### config.mk
export PLATFORM = sky130hd
export DESIGN_NAME = pulse_width_decoder
export DESIGN_NICKNAME = d
export VERILOG_FILES = /design/src/rtl/pulse_pkg.sv /design/src/rtl/sync_2ff.sv /design/src/rtl/pulse_width_decoder.sv
export SDC_FILE = /design/constraint.sdc
export NUM_CORES = 1
export LEC_CHECK = 0
export ABC_AREA = 1
export CAP_MARGIN = 20
export CORE_MARGIN = 2
export CORE_UTILIZATION = 40
export CTS_BUF_LIST = sky130_fd_sc_hd__clkbuf_8
export DETAILED_ROUTE_END_ITERATION = 10
export GPL_TIMING_DRIVEN = 0
export REMOVE_ABC_BUFFERS = 1
export SETUP_SLACK_MARGIN = 0.05
export SLEW_MARGIN = 15
export SYNTH_ARGS = -nofsm -noshare
export SYNTH_HDL_FRONTEND = slang
export SYNTH_SLANG_ARGS = --single-unit
### constraint.sdc
create_clock -name clk -period 1.4 [get_ports clk]
set_input_delay 0.35 -clock clk [delete_from_list [all_inputs] [get_ports clk]]
set_output_delay 0.35 -clock clk [all_outputs]
set_load 0.01 [all_outputs]
### src/rtl/pulse_pkg.sv
// Shared types and defaults for the fixed-length pulse signalling.
// Used by both the pulse generator and pulse_width_decoder.
package pulse_pkg;

    typedef enum logic [1:0] {
        IDLE    = 2'd0,
        MEASURE = 2'd1,
        DRAIN   = 2'd2
    } pwd_state_t;

    localparam int PULSE_MAX_DEFAULT = 32;
    localparam int PULSE_MIN_DEFAULT = 2;

endpackage

### src/rtl/sync_2ff.sv
// Two-flop synchronizer for an asynchronous single-bit input.
// Ports: clk, rst (async active-high), d (async in), q (synced out).
module sync_2ff #(
    parameter logic RST_VAL = 1'b0
) (
    input  logic clk,
    input  logic rst,
    input  logic d,
    output logic q
);

    logic s1;

    always_ff @(posedge clk or posedge rst) begin
        if (rst) begin
            s1 <= RST_VAL;
            q  <= RST_VAL;
        end else begin
            s1 <= d;
            q  <= s1;
        end
    end

endmodule

### src/rtl/pulse_width_decoder.sv
// Measures high-pulse widths on an async line in clk cycles and reports them.
// Ports: clk, rst, pulse_in; width_out/width_valid, too_short, too_long, busy.
module pulse_width_decoder
    import pulse_pkg::*;
#(
    parameter  int MAX_CYCLES = PULSE_MAX_DEFAULT,
    parameter  int MIN_CYCLES = PULSE_MIN_DEFAULT,
    localparam int W_WIDTH    = $clog2(MAX_CYCLES + 1)
) (
    input  logic               clk,
    input  logic               rst,
    input  logic               pulse_in,
    output logic [W_WIDTH-1:0] width_out,
    output logic               width_valid,
    output logic               too_short,
    output logic               too_long,
    output logic               busy
);

    localparam logic [W_WIDTH-1:0] MAX_W = W_WIDTH'(MAX_CYCLES);
    localparam logic [W_WIDTH-1:0] MIN_W = W_WIDTH'(MIN_CYCLES);
    localparam logic [W_WIDTH-1:0] ONE_W = W_WIDTH'(1);

    pwd_state_t         state, state_nxt;
    logic [W_WIDTH-1:0] cnt, cnt_nxt;
    logic [W_WIDTH-1:0] width_nxt;
    logic               wv_nxt, ts_nxt, tl_nxt;
    logic               s2, s3, rise;

    // Reset value 1 so a line already high at reset release is not a rise.
    sync_2ff #(
        .RST_VAL (1'b1)
    ) u_sync (
        .clk (clk),
        .rst (rst),
        .d   (pulse_in),
        .q   (s2)
    );

    always_ff @(posedge clk or posedge rst) begin
        if (rst) s3 <= 1'b1;
        else     s3 <= s2;
    end

    assign rise = s2 & ~s3;

    always_comb begin
        state_nxt = state;
        cnt_nxt   = cnt;
        width_nxt = width_out;
        wv_nxt    = 1'b0;
        ts_nxt    = 1'b0;
        tl_nxt    = 1'b0;
        unique case (state)
            IDLE: begin
                if (rise) begin
                    state_nxt = MEASURE;
                    cnt_nxt   = ONE_W;
                end
            end
            MEASURE: begin
                if (s2) begin
                    // Saturate at MAX; one more high sample is overlong.
                    if (cnt == MAX_W) begin
                        state_nxt = DRAIN;
                        tl_nxt    = 1'b1;
                    end else begin
                        cnt_nxt = cnt + ONE_W;
                    end
                end else begin
                    state_nxt = IDLE;
                    if (cnt < MIN_W) begin
                        ts_nxt = 1'b1;
                    end else begin
                        width_nxt = cnt;
                        wv_nxt    = 1'b1;
                    end
                end
            end
            DRAIN: begin
                if (!s2) state_nxt = IDLE;
            end
            default: state_nxt = IDLE;
        endcase
    end

    always_ff @(posedge clk or posedge rst) begin
        if (rst) begin
            state       <= IDLE;
            cnt         <= '0;
            width_out   <= '0;
            width_valid <= 1'b0;
            too_short   <= 1'b0;
            too_long    <= 1'b0;
            busy        <= 1'b0;
        end else begin
            state       <= state_nxt;
            cnt         <= cnt_nxt;
            width_out   <= width_nxt;
            width_valid <= wv_nxt;
            too_short   <= ts_nxt;
            too_long    <= tl_nxt;
            busy        <= (state_nxt != IDLE);
        end
    end

endmodule
Word-level counts from Yosys, hierarchy flattened
Index checks and enable logic that the tools add are counted.
{"block": "totals", "in_bits": 3, "reg_bits": 21}
{"block": "classes", "magnitude_cmp": 1, "reduce_logical": 5, "add_sub_neg": 1, "bitwise": 4, "n_mux": 18, "n_eq_ne": 6}
{"op": "$mux W6", "count": 3}
{"op": "$pmux W6 S2", "count": 1}
{"op": "$mux W1", "count": 9}
{"op": "$mux W2", "count": 4}
{"op": "$add A6 B1 Y6 const B", "count": 1}
{"op": "$eq A6 B6 Y1 const B", "count": 1}
{"op": "$lt A6 B2 Y1 const B", "count": 1}
{"op": "$pmux W2 S3", "count": 1}
{"op": "$ne A2 B2 Y1 const B", "count": 2}
{"op": "$reduce_and A4 Y1", "count": 1}
{"op": "$reduce_bool A2 Y1", "count": 2}
{"op": "$not A1 Y1", "count": 3}
{"op": "$reduce_and A3 Y1", "count": 1}
{"op": "$eq A2 B1 Y1 const B", "count": 1}
{"op": "$eq A2 B2 Y1 const B", "count": 1}
{"op": "$logic_not A2 Y1", "count": 1}
{"op": "$ne A2 B1 Y1 const B", "count": 1}
{"op": "$and A1 B1 Y1", "count": 1}

Depth between registers and ports, before layout
Gate-level depths: netlist of run 1.
{"block": "depth", "word_depth": 5, "depth_mapped": 9, "depth_no_buf": 9}

Modules after synthesis
From an unflattened synthesis of run 1, not the netlist that was laid out.
{"block": "hier_totals", "cells_unflattened": 98, "area_unflattened_um2": 910.9}
{"module": "pulse_width_decoder", "cells_per_inst": 95, "seq_area_each_um2": 476.7, "area_per_inst_um2": 854.6, "instances": 1}
{"module": "sync_2ff", "cells_per_inst": 3, "seq_area_each_um2": 52.6, "area_per_inst_um2": 56.3, "instances": 1}

Worst setup path before layout of run 1
OpenSTA, ideal clock, no wires.
{"block": "synth_path", "path_type": "register -> register", "startpoint": "reg cnt[1]", "endpoint": "reg busy", "period_less_slack_ns": 1.243, "setup_ns": 0.126, "setup_slack_ns": 0.157, "arrival_time_ns": 1.117, "stages_incl_launch_ff": 9, "cell_sequence": "dfrtp_1 -> inv_1 -> ha_1 -> nand2_1 -> inv_1 -> nand4_1 -> nand2_2 -> buf_6 -> nand3_1"}
{"block": "synth_via", "elab_chain_len": 5}
{"element": "from (decl)", "line": "pulse_width_decoder.sv:25", "text": "logic [W_WIDTH-1:0] cnt, cnt_nxt;"}
{"element": "from (signal assigned)", "line": "pulse_width_decoder.sv:98", "text": "cnt <= cnt_nxt;"}
{"element": "$eq A6 B6 Y1", "line": "pulse_width_decoder.sv:64", "text": "if (cnt == MAX_W) begin"}
{"element": "$mux W2", "line": "pulse_width_decoder.sv:64"}
{"element": "$mux W2", "line": "pulse_width_decoder.sv:62", "text": "if (s2) begin"}
{"element": "$pmux W2 S3", "line": "pulse_width_decoder.sv:54", "text": "unique case (state)"}
{"element": "$reduce_bool A2 Y1", "line": "pulse_width_decoder.sv:103", "text": "busy <= (state_nxt != IDLE);"}
{"element": "to (signal assigned)", "line": "pulse_width_decoder.sv:103"}
{"element": "to (decl)", "line": "pulse_width_decoder.sv:17", "text": "output logic busy"}
Every way passes these cells.
A chain may end at the register's enable or synchronous reset.

Worst setup path in the final report of run 1
{"block": "layout_path", "startpoint": "reg cnt[0]", "endpoint": "reg cnt[3]"}
{"block": "layout_via", "elab_chain_len": 4, "elab_cells_between_ends": 7, "cone_classes": "add/sub: 1; eq/ne: 2; mux: 3; reduce/logical: 1"}
{"element": "$add A6 B1 Y6", "line": "pulse_width_decoder.sv:68", "text": "cnt_nxt = cnt + ONE_W;"}
{"element": "$mux W6", "line": "pulse_width_decoder.sv:64"}
{"element": "$mux W6", "line": "pulse_width_decoder.sv:62"}
{"element": "$pmux W6 S2", "line": "pulse_width_decoder.sv:54"}
Parallel ways exist; a longest one is shown, timed or not. The select of a mux whose other input is x is not followed.

==> qor.csv, run 1 <==
stage,metric,value,unit
floorplanning,Core ar.,2250,um2
logic_synthesis,register area share after synthesis,54.1,%
sta,Worst Skew,0.00752,ns
clock_network,Clock Sinks,21,
global_routing,GR Util All Layers,14.5,%
floorplanning,Die Footprint,2860,um2
logic_synthesis,Yosys reg bits,21,
critical_path,Worst Reg2Reg Path Length in Cells,8,
drt,post-DR wirelength/cell,11.7,um
clock_network,CTS tree,done,
outcome,status,finished clean,
critical_path,"setup slack, reg-to-reg",0.04,ns
clock_network,CTS root buf,clkbuf_8,
pwr,Peak VDD IR,0.000675,V
drt,Vias,737,
clock_network,Clock Latency Late Sink,0.26,ns
pwr,share of power burned in combinational logic,20.9,%
logic_synthesis,Post-synth EDFFs,0,
critical_path,Critical Path RT,1.60,ns
critical_path,FF-to-FF Start,cnt[0],
sta,RSZ-0062 raised after global routing,true,
global_routing,total gr overflow,0,
hold_path,Min-Delay Path Class,reg2reg,
cells_and_area,area growth from synthesis to final layout,29.2,%
placed_design,# port buffers,12,
clock_network,H-tree depth,1,
clock_network,"Clk pin slew, worst setup/hold paths",0.08,ns
logic_synthesis,Synth Warn #,0,
clock_network,Inserted Clock Buffers,3,
sta,Max transition margin,49.5,%
global_routing,first-pass GRT wire length,2920,um
critical_path,FF-to-FF End,cnt[3],
logic_synthesis,synth top area cells,"dfrtp_1 (46%), nand2_1 (8.4%), dfstp_2 (8.1%)",
critical_path,WP data arrival,1.55,ns
global_routing,largest net degree at the start of global routing,22,
sta,Achievable Freq,736,MHz
pwr,Psw,0.377,mW
pwr,clock group share of total power,28.4,%
critical_path,Setup Crit Path Kind,reg2reg,
global_routing,antenna violations before repair,0,
pwr,total power,1.37,mW
floorplanning,Starting Density,43.4,%
sta,setup slack after layout,0.0414,ns
sta,worst-margin pin slew,0.757,ns
sta,final setup vio count,0,
hold_path,Hold Path Cell Cnt,0,
cells_and_area,# diodes,0,
critical_path,CP endpoint kind,register,
cells_and_area,final core occ,56.0,%
floorplanning,Die H,53.5,um
floorplanning,Core Rows,17,
sta,Final Cycle Share,97.0,%
critical_path,maximum fanout along the worst path,6,
clock_network,Max Buffers Root-to-Sink,2,
logic_synthesis,average cell area after synthesis,9.59,um2
pwr,Pint,0.997,mW
drt,DR iter-0 viols,23,
pwr,Leakage,0.667,nW
placed_design,Routability Congestion,0.746,
floorplanning,IO Pins,13,
placed_design,DP Worst Slack,-0.0561,ns
hold_path,Worst Hold End,u_sync.q,
drt,total wire length,1820,um
logic_synthesis,Yosys top cell by area,dfrtp_1,
drt,Initial DRT Pass Iterations,4,
placed_design,HPWL after DPL,1100,um
clock_network,hold_buf cts,0,
logic_synthesis,synth unique cells,20,
global_routing,vias in the first global route,659,
logic_synthesis,ys async rst share,100,%
logic_synthesis,Post-Synthesis Cells,102,
drt,final antenna-violating net count,0,
flow_run,Max-Cap Viols,0,
logic_synthesis,Post-synth top flop,dfrtp_1,
sta,minimum clock period,1.36,ns
sta,WHS,0.357,ns
cells_and_area,nets,133,
logic_synthesis,most frequent cell after synthesis,nand2_1,
cells_and_area,layout cell share with drive strength beyond 1,33.9,%
sta,Final Hold Violating Endpoints,0,
logic_synthesis,"top cells by count, synth","nand2_1 (22), dfrtp_1 (18), inv_1 (13), nand3_1 (10), nand2_2 (6)",
drt,DRC viols,0,
floorplanning,die span in x,53.5,um
logic_synthesis,top-area cell type share of the netlist area,46.0,%
pwr,switching share of power,27.4,%
sta,Pins Over Slew Limit,0,
pwr,pwr dens,1090,nW/um2
logic_synthesis,Post-Syn Area,978,um2
critical_path,Setup crit start kind,register,
drt,Via density,4.75,
hold_path,HP Start,u_sync.s1,
pwr,Reg power frac,50.7,%
## layout by cell type, fill, tap and decap left out, drive strengths merged
cell type and instances:
nand2 29, dfrtp 18, inv 16, buf 11, dlygate4sd2 10, nand3 10, o21ai 10, nor2 7
clkbuf 3, dfstp 3, clkdlybuf4s50 2, nand4 2, ha 2, o21bai 1, or2 1, xor2 1
nor3 1
## power by group through the flow
stage | clock network, mW | logic [mW] | registers (mW)
after CTS | 0.393 | 0.251 | 0.697
after global routing | 0.429 | 0.321 | 0.702
after detailed placement | 0 | 0.232 | 0.715
after floorplan | 0 | 0.121 | 0.725
final | 0.390 | 0.287 | 0.696
after global placement | 0 | 0.232 | 0.711
## worst max-delay path, cell delays in order (launching register included)
cell and delay (ns):
dfrtp_1 0.40, inv_2 0.08, ha_4 0.12, nand2_2 0.05, inv_2 0.06, nand4_1 0.20
nand2_2 0.23, nand2_1 0.07, o21ai_1 0.07
## worst max-delay path by stage
stage           start  endpoint  cells past startpoint
2_1_floorplan  cnt[1]    cnt[4]                      9
3_3_place_gp   cnt[1]    cnt[4]                      9
3_5_place_dp   cnt[0]    cnt[4]                      9
4_1_cts        cnt[0]    cnt[4]                      9
5_1_grt        cnt[0]    cnt[4]                      9
6_report       cnt[0]    cnt[3]                      8
## sequential cells by signal, summed over array words and instances, names as in the netlist
name         cells
s3               1
too_short        1
u_sync.s1        1
state            2
width_out        6
width_valid      1
too_long         1
u_sync.q         1
cnt              6
busy             1
## layout make-up
cell class / instances / area (um2)
multi-input cells: 64 / 395
clock inverters: 1 / 3.75
fillers: 231 / 991
clock buffers: 3 / 41.3
repair buffers: 23 / 203
well taps: 28 / 35.0
inverters: 15 / 56.3
flip-flops and latches: 21 / 529
## routing by layer
metal  routed length (um)  track usage (%)  vias to the layer above
met5                    0                0                        -
met4                   29             7.69                        0
met3                   83             3.39                        3
met2                  887             22.4                       20
met1                  814             18.5                      341
li1                     -                -                      373
## through the flow
stage	setup TNS (ns)	instance area (um2)	instances
global placement	-0.0463	1100	139
global route	-0.0364	1260	155
floorplan	0	945	99
finish	0	1260	155
detailed placement	-0.0653	1100	139
CTS	0	1180	148
## cells by family (layout without fill, tap and decap cells)
group           Yosys count  after routing  synth area share [%]
simple gates             49             50                  25.4
flops                    21             21                  54.1
buf+inv                  18             42                  9.21
compound gates           11             11                  7.80
fa+ha+maj                 2              2                  2.56
xor+xnor                  1              1                 0.895
## what timing repair did
item                                    CTS  global route
cloned                                    1             0
endpoints found under the setup margin   19             8
pin swaps                                 1             7
setup buffers                             4             7
resized for setup                        14             8
No activity file was read; power rests on OpenSTA's default activity.
==> inputs of run 2 (changes only) <==
--- a/config.mk
+++ b/config.mk
@@ -7,11 +7,14 @@
 export LEC_CHECK = 0
 export ABC_AREA = 1
 export CAP_MARGIN = 20
+export CELL_PAD_IN_SITES_DETAIL_PLACEMENT = 1
+export CELL_PAD_IN_SITES_GLOBAL_PLACEMENT = 2
 export CORE_MARGIN = 2
-export CORE_UTILIZATION = 40
+export CORE_UTILIZATION = 35
 export CTS_BUF_LIST = sky130_fd_sc_hd__clkbuf_8
 export DETAILED_ROUTE_END_ITERATION = 10
 export GPL_TIMING_DRIVEN = 0
+export PLACE_DENSITY_LB_ADDON = 0.1
 export REMOVE_ABC_BUFFERS = 1
 export SETUP_SLACK_MARGIN = 0.05
 export SLEW_MARGIN = 15
==> qor.csv, run 2 (synthesis results as in run 1) <==
stage,metric,value,unit,change
placed_design,Routability Congestion,0.707,,-5.2%
critical_path,Setup crit start kind,register,,
sta,Achievable Freq,759,MHz,+3.1%
pwr,total power,1.37,mW,about the same
drt,Initial DRT Pass Iterations,4,,unchanged
cells_and_area,layout cell share with drive strength beyond 1,34.2,%,+0.31 points
drt,post-DR wirelength/cell,13.2,um,+13%
drt,DRC viols,0,,unchanged
drt,total wire length,2000,um,+10%
sta,worst-margin pin slew,0.796,ns,+0.0398 ns
clock_network,Clock Sinks,21,,unchanged
sta,Pins Over Slew Limit,0,,unchanged
global_routing,first-pass GRT wire length,3370,um,+16%
sta,Final Cycle Share,94.1,%,-2.9 points
sta,minimum clock period,1.32,ns,-0.0408 ns
cells_and_area,# diodes,0,,unchanged
sta,Final Hold Violating Endpoints,0,,unchanged
critical_path,WP data arrival,1.51,ns,-0.04 ns
pwr,pwr dens,1130,nW/um2,+4.3%
pwr,Peak VDD IR,0.000608,V,-9.9%
cells_and_area,most frequent cells in the layout,"nand2_1 (20), dfrtp_1 (16), dlygate4sd2_1 (10)",,
critical_path,maximum fanout along the worst path,6,,unchanged
hold_path,Hold Path Cell Cnt,0,,unchanged
clock_network,Inserted Clock Buffers,3,,unchanged
critical_path,Critical Path RT,1.59,ns,about the same
critical_path,Setup Crit Path Kind,reg2reg,,
cells_and_area,nets,126,,-5.3%
sta,final setup vio count,0,,unchanged
pwr,Leakage,0.621,nW,-6.9%
floorplanning,IO Pins,13,,unchanged
clock_network,H-tree depth,1,,unchanged
global_routing,total gr overflow,0,,unchanged
global_routing,largest net degree at the start of global routing,22,,unchanged
drt,Via density,4.69,,-1.4%
pwr,share of power burned in combinational logic,19.9,%,-1.0 points
clock_network,"Clk pin slew, worst setup/hold paths",0.08,ns,about the same
cells_and_area,fin cells,151,,-2.6%
cells_and_area,multi-input logic area,400,um2,+1.3%
cells_and_area,Largest regs,"cnt x6, width_out x6, state x2",,
floorplanning,Die H,56.9,um,+6.4%
pwr,clock group share of total power,29.1,%,+0.7 points
critical_path,CP endpoint kind,register,,
clock_network,CTS tree,done,,
pwr,Pint,0.984,mW,-1.3%
floorplanning,Core ar.,2710,um2,+20%
floorplanning,Die Footprint,3230,um2,+13%
global_routing,antenna violations before repair,0,,unchanged
drt,Vias,708,,-3.9%
placed_design,placed cells,142,,+2.2%
cells_and_area,Seq. cell area,532,um2,+0.47%
drt,final antenna-violating net count,0,,unchanged
sta,Max transition margin,46.8,%,-2.7 points
sta,RSZ-0062 raised after global routing,true,,
sta,Worst Skew,0.00307,ns,-0.00445 ns
clock_network,Clock Latency Late Sink,0.26,ns,about the same
global_routing,GR Util All Layers,13.9,%,-0.61 points
clock_network,CTS root buf,clkbuf_8,,
global_routing,vias in the first global route,710,,+7.7%
pwr,Psw,0.390,mW,+3.4%
pwr,switching share of power,28.4,%,+0.94 points
cells_and_area,FILL cells,320,,+39%
clock_network,hold_buf cts,0,,unchanged
placed_design,HPWL after DPL,1340,um,+21%
outcome,status,finished clean,,
placed_design,# port buffers,12,,unchanged
drt,DR iter-0 viols,12,,-48%
critical_path,Worst Reg2Reg Path Length in Cells,8,,unchanged
floorplanning,Starting Density,36.1,%,-7.3 points
cells_and_area,area growth from synthesis to final layout,23.8,%,
hold_path,Min-Delay Path Class,reg2reg,,
floorplanning,die span in x,56.9,um,+6.4%
cells_and_area,"most common cell after layout, fill and taps aside",nand2_1,,
clock_network,Max Buffers Root-to-Sink,2,,unchanged
pwr,Reg power frac,51.1,%,+0.4 points
critical_path,"setup slack, reg-to-reg",0.08,ns,+0.04 ns
flow_run,Max-Cap Viols,0,,unchanged
floorplanning,Core Rows,19,,+2
-- run 2: stage by stage --
step	setup WS, ns	instance area [um2]	setup TNS [ns]	hold WS (ns)	utilization (%)
after floorplan	0.124	945	0	0.324	-
after CTS	0.0580	1180	0	0.360	43.7
final	0.0822	1210	0	0.358	44.7
after global routing	0.00768	1210	0	0.362	44.7
after detailed placement	-0.127	1100	-0.884	0.348	40.7
after global placement	-0.0868	1100	-0.181	0.346	40.7
-- run 2: layer usage --
metal,wire length (um),track usage (%),vias to the layer above
met1,977,18.5,332
met5,0,0,-
met2,902,21.3,14
li1,-,-,357
met3,73,2.76,5
met4,46,6.98,0
-- run 2: what timing repair did --
item                       in CTS  in global routing
gates resized for setup        17                  7
setup endpoints to repair      19                  8
hold endpoints to repair        0                  0
cloned                          1                  0
pin swaps                       1                  5
buffers inserted                4                  0
-- run 2: power by group through the flow --
stage	clock (mW)	sequential (mW)	combinational, mW
after floorplan	0	0.725	0.121
after global placement	0	0.713	0.233
after detailed placement	0	0.719	0.241
after CTS	0.419	0.702	0.262
after global routing	0.448	0.709	0.301
final	0.399	0.701	0.273
-- run 2: area by class of cell --
type	instances	share of cell area (%)
repair buffers	16	11.4
clock buffers	3	3.41
clock inverters	1	0.413
well taps	31	3.20
inverters	15	4.65
multi-input cells	64	33.1
flip-flops and latches	21	43.9
-- run 2: critical path, stage by stage, from the launching register on --
cell     delay, ns
dfrtp_2       0.42
inv_2         0.08
ha_4          0.13
nand2_2       0.05
inv_2         0.06
nand4_1       0.17
nand2_2       0.21
nand2_1       0.07
o21ai_0       0.07
-- run 2: worst paths after layout --
path / startpoint / endpoint
setup / recovery: cnt[1] / cnt[5]
hold / removal: u_sync.s1 / u_sync.q
max in group asynchronous: rst / cnt[1]
min in group asynchronous: rst / busy
setup reg to reg: cnt[1] / cnt[5]
hold reg to reg: u_sync.s1 / u_sync.q
==> inputs of run 3 (changes only) <==
--- a/config.mk
+++ b/config.mk
@@ -5,12 +5,11 @@
 export SDC_FILE = /design/constraint.sdc
 export NUM_CORES = 1
 export LEC_CHECK = 0
-export ABC_AREA = 1
 export CAP_MARGIN = 20
 export CELL_PAD_IN_SITES_DETAIL_PLACEMENT = 1
 export CELL_PAD_IN_SITES_GLOBAL_PLACEMENT = 2
 export CORE_MARGIN = 2
-export CORE_UTILIZATION = 35
+export CORE_UTILIZATION = 37
 export CTS_BUF_LIST = sky130_fd_sc_hd__clkbuf_8
 export DETAILED_ROUTE_END_ITERATION = 10
 export GPL_TIMING_DRIVEN = 0
==> qor.csv, run 3 <==
stage,metric,value,unit,change
outcome,status,finished clean,,
floorplanning,Starting Density,40.1,%,+4.0 points
flow_run,Max-Cap Viols,0,,unchanged
cells_and_area,Seq. cell area,533,um2,+0.24%
drt,Via density,4.94,,+5.3%
clock_network,Clock Latency Late Sink,0.26,ns,about the same
sta,Final Hold Violating Endpoints,0,,unchanged
floorplanning,Die Footprint,2860,um2,-12%
sta,Worst Skew,0.00378,ns,+0.000710 ns
global_routing,antenna violations before repair,0,,unchanged
drt,DR iter-0 viols,9,,-3
critical_path,WP data arrival,1.54,ns,+0.03 ns
global_routing,largest net degree at the start of global routing,22,,unchanged
critical_path,CP endpoint kind,register,,
drt,total wire length,2020,um,+0.95%
critical_path,Critical Path RT,1.55,ns,-0.04 ns
clock_network,Max Buffers Root-to-Sink,2,,unchanged
pwr,pwr dens,1280,nW/um2,+13%
drt,final antenna-violating net count,0,,unchanged
logic_synthesis,top-area cell type share of the netlist area,49.8,%,+3.8 points
placed_design,DP Worst Slack,-0.255,ns,-0.128 ns
logic_synthesis,Post-synth EDFFs,0,,unchanged
logic_synthesis,Post-Syn Area,905,um2,-7.5%
sta,Pins Over Slew Limit,0,,unchanged
global_routing,total gr overflow,0,,unchanged
clock_network,Inserted Clock Buffers,3,,unchanged
critical_path,FF-to-FF End,cnt[2],,
sta,Final Cycle Share,99.7,%,+5.6 points
cells_and_area,area growth from synthesis to final layout,38.2,%,
sta,Max transition margin,46.5,%,-0.34 points
logic_synthesis,register area share after synthesis,58.5,%,+4.4 points
logic_synthesis,Synth Warn #,0,,unchanged
critical_path,maximum fanout along the worst path,3,,-3
sta,Achievable Freq,716,MHz,-5.6%
pwr,Peak VDD IR,0.000636,V,+4.6%
global_routing,GR Util All Layers,16.6,%,+2.8 points
logic_synthesis,Post-synth top flop,dfrtp_1,,
critical_path,FF-to-FF Start,cnt[3],,
sta,RSZ-0062 raised after global routing,true,,
cells_and_area,Largest regs,"cnt x6, width_out x6, state x2",,
logic_synthesis,average cell area after synthesis,12.4,um2,+29%
logic_synthesis,Yosys top cell by area,dfrtp_1,,
pwr,total power,1.60,mW,+17%
logic_synthesis,Yosys reg bits,21,,unchanged
logic_synthesis,most frequent cell after synthesis,dfrtp_1,,
hold_path,Min-Delay Path Class,reg2reg,,
placed_design,placed instance area,1060,um2,-4.0%
logic_synthesis,"top cells by count, synth","dfrtp_1 (18), nor2_1 (9), inv_1 (5), nand2_1 (5), nor2b_1 (4)",,
drt,DRC viols,0,,unchanged
sta,setup slack after layout,0.00361,ns,-0.0786 ns
hold_path,HP Start,u_sync.s1,,
critical_path,Setup Crit Path Kind,reg2reg,,
cells_and_area,multi-input logic area,413,um2,+3.1%
cells_and_area,nets,107,,-15%
global_routing,first-pass GRT wire length,3250,um,-3.7%
logic_synthesis,synth top area cells,"dfrtp_1 (50%), dfstp_2 (8.7%), mux2_4 (5.0%)",,
cells_and_area,"most common cell after layout, fill and taps aside",dfrtp_1,,
placed_design,placed cells,113,,-20%
placed_design,Routability Congestion,0.717,,+1.4%
sta,worst-margin pin slew,0.801,ns,+0.00508 ns
cells_and_area,design area,1250,um2,+3.2%
logic_synthesis,ys async rst share,100,%,unchanged
cells_and_area,fin cells,129,,-15%
global_routing,vias in the first global route,674,,-5.1%
cells_and_area,# diodes,0,,unchanged
placed_design,# port buffers,12,,unchanged
clock_network,CTS tree,done,,
floorplanning,Core ar.,2250,um2,-17%
hold_path,Hold Path Cell Cnt,0,,unchanged
cells_and_area,FILL cells,248,,-23%
clock_network,CTS root buf,clkbuf_8,,
floorplanning,die span in x,53.4,um,-6.0%
floorplanning,IO Pins,13,,unchanged
drt,post-DR wirelength/cell,15.7,um,+18%
drt,Vias,637,,-10%
clock_network,H-tree depth,1,,unchanged
floorplanning,Die H,53.4,um,-6.0%
sta,minimum clock period,1.40,ns,+0.0786 ns
cells_and_area,layout cell share with drive strength beyond 1,35.6,%,+1.5 points
logic_synthesis,synth unique cells,25,,+25%
sta,final setup vio count,0,,unchanged
drt,Initial DRT Pass Iterations,4,,unchanged
critical_path,"setup slack, reg-to-reg",0.004,ns,-0.08 ns
clock_network,"Clk pin slew, worst setup/hold paths",0.08,ns,about the same
placed_design,HPWL after DPL,1300,um,-2.5%
floorplanning,Core Rows,17,,-2
clock_network,Clock Sinks,21,,unchanged
cells_and_area,most frequent cells in the layout,"dfrtp_1 (15), dlygate4sd2_1 (10), buf_4 (10)",,
logic_synthesis,Post-Synthesis Cells,73,,-28%
critical_path,Setup crit start kind,register,,
hold_path,Worst Hold End,u_sync.q,,
critical_path,Worst Reg2Reg Path Length in Cells,4,,-4
pwr,Leakage,0.625,nW,+0.69%
-- run 3: cell types whose count changed after synthesis, sizes merged, moves of 3 or more --
cell | previous run | this run
a22o | 0 | 3
buf | 3 | 0
inv | 15 | 5
mux2 | 0 | 4
nand2 | 28 | 6
nand3 | 10 | 2
nor2b | 0 | 4
o21ai | 10 | 0
xnor2 | 0 | 3
-- run 3: worst max-delay path by stage --
stage             start  endpoint  cells after the start
2_1_floorplan        s3    cnt[2]                      4
3_3_place_gp     cnt[2]    cnt[2]                      4
3_5_place_dp     cnt[2]    cnt[2]                      4
4_1_cts        u_sync.q    cnt[2]                      4
5_1_grt        u_sync.q    cnt[2]                      4
6_report         cnt[3]    cnt[2]                      4
-- run 3: where the power goes --
part | switching, mW | leakage, nW | internal, mW
clock | 0.197 | 0.0269 | 0.195
combinational | 0.206 | 0.335 | 0.232
sequential | 0.0693 | 0.263 | 0.701
-- run 3: logic make-up after synthesis --
| group | Yosys count | share of synthesized area (%) |
|---|---|---|
| mux | 5 | 7.33 |
| fa+ha+maj | 2 | 2.77 |
| simple gates | 31 | 21.3 |
| flops | 21 | 58.5 |
| buf+inv | 5 | 2.07 |
| compound gates | 6 | 5.12 |
| xor+xnor | 3 | 2.91 |
-- run 3: cell type report --
cell class	instances	area share (%)
Clock buffer	3	3.30
Sequential cell	21	42.6
Clock inverter	1	0.300
Tap cell	28	2.80
Timing Repair Buffer	24	16.4
Inverter	5	1.50
Multi-Input combinational cell	47	33.0
-- run 3: stage by stage --
| stage | TNS [ns] | util, % | hold WS, ns |
|---|---|---|---|
| 2_1_floorplan | -0.0684 | - | 0.324 |
| 3_3_place_gp | -0.650 | 47.0 | 0.347 |
| 3_5_place_dp | -0.964 | 47.0 | 0.358 |
| 4_1_cts | 0 | 53.3 | 0.369 |
| 5_1_grt | -0.196 | 55.4 | 0.371 |
| 6_report | 0 | 55.4 | 0.367 |
-- run 3: per-layer routing --
| metal | up-vias | track usage [%] | share of wire (%) |
|---|---|---|---|
| met5 | - | 0 | 0 |
| met3 | 2 | 3.39 | 2.6 |
| met4 | 0 | 6.41 | 0.69 |
| met2 | 9 | 28.2 | 54 |
| met1 | 322 | 20.5 | 42 |
| li1 | 304 | - | - |
-- run 3: repair_timing --
item,4_1_cts,5_1_grt
setup endpoints to repair,21,12
gates resized for setup,20,7
hold buffers,0,0
setup buffers,10,2
pin swaps,5,3
-- run 3: worst max-delay path: stages (launching register included) --
cell and delay (ns):
dfrtp_2 0.43, nor3_4 0.21, nand4_1 0.18, nand3_1 0.16
mux2_4 0.30
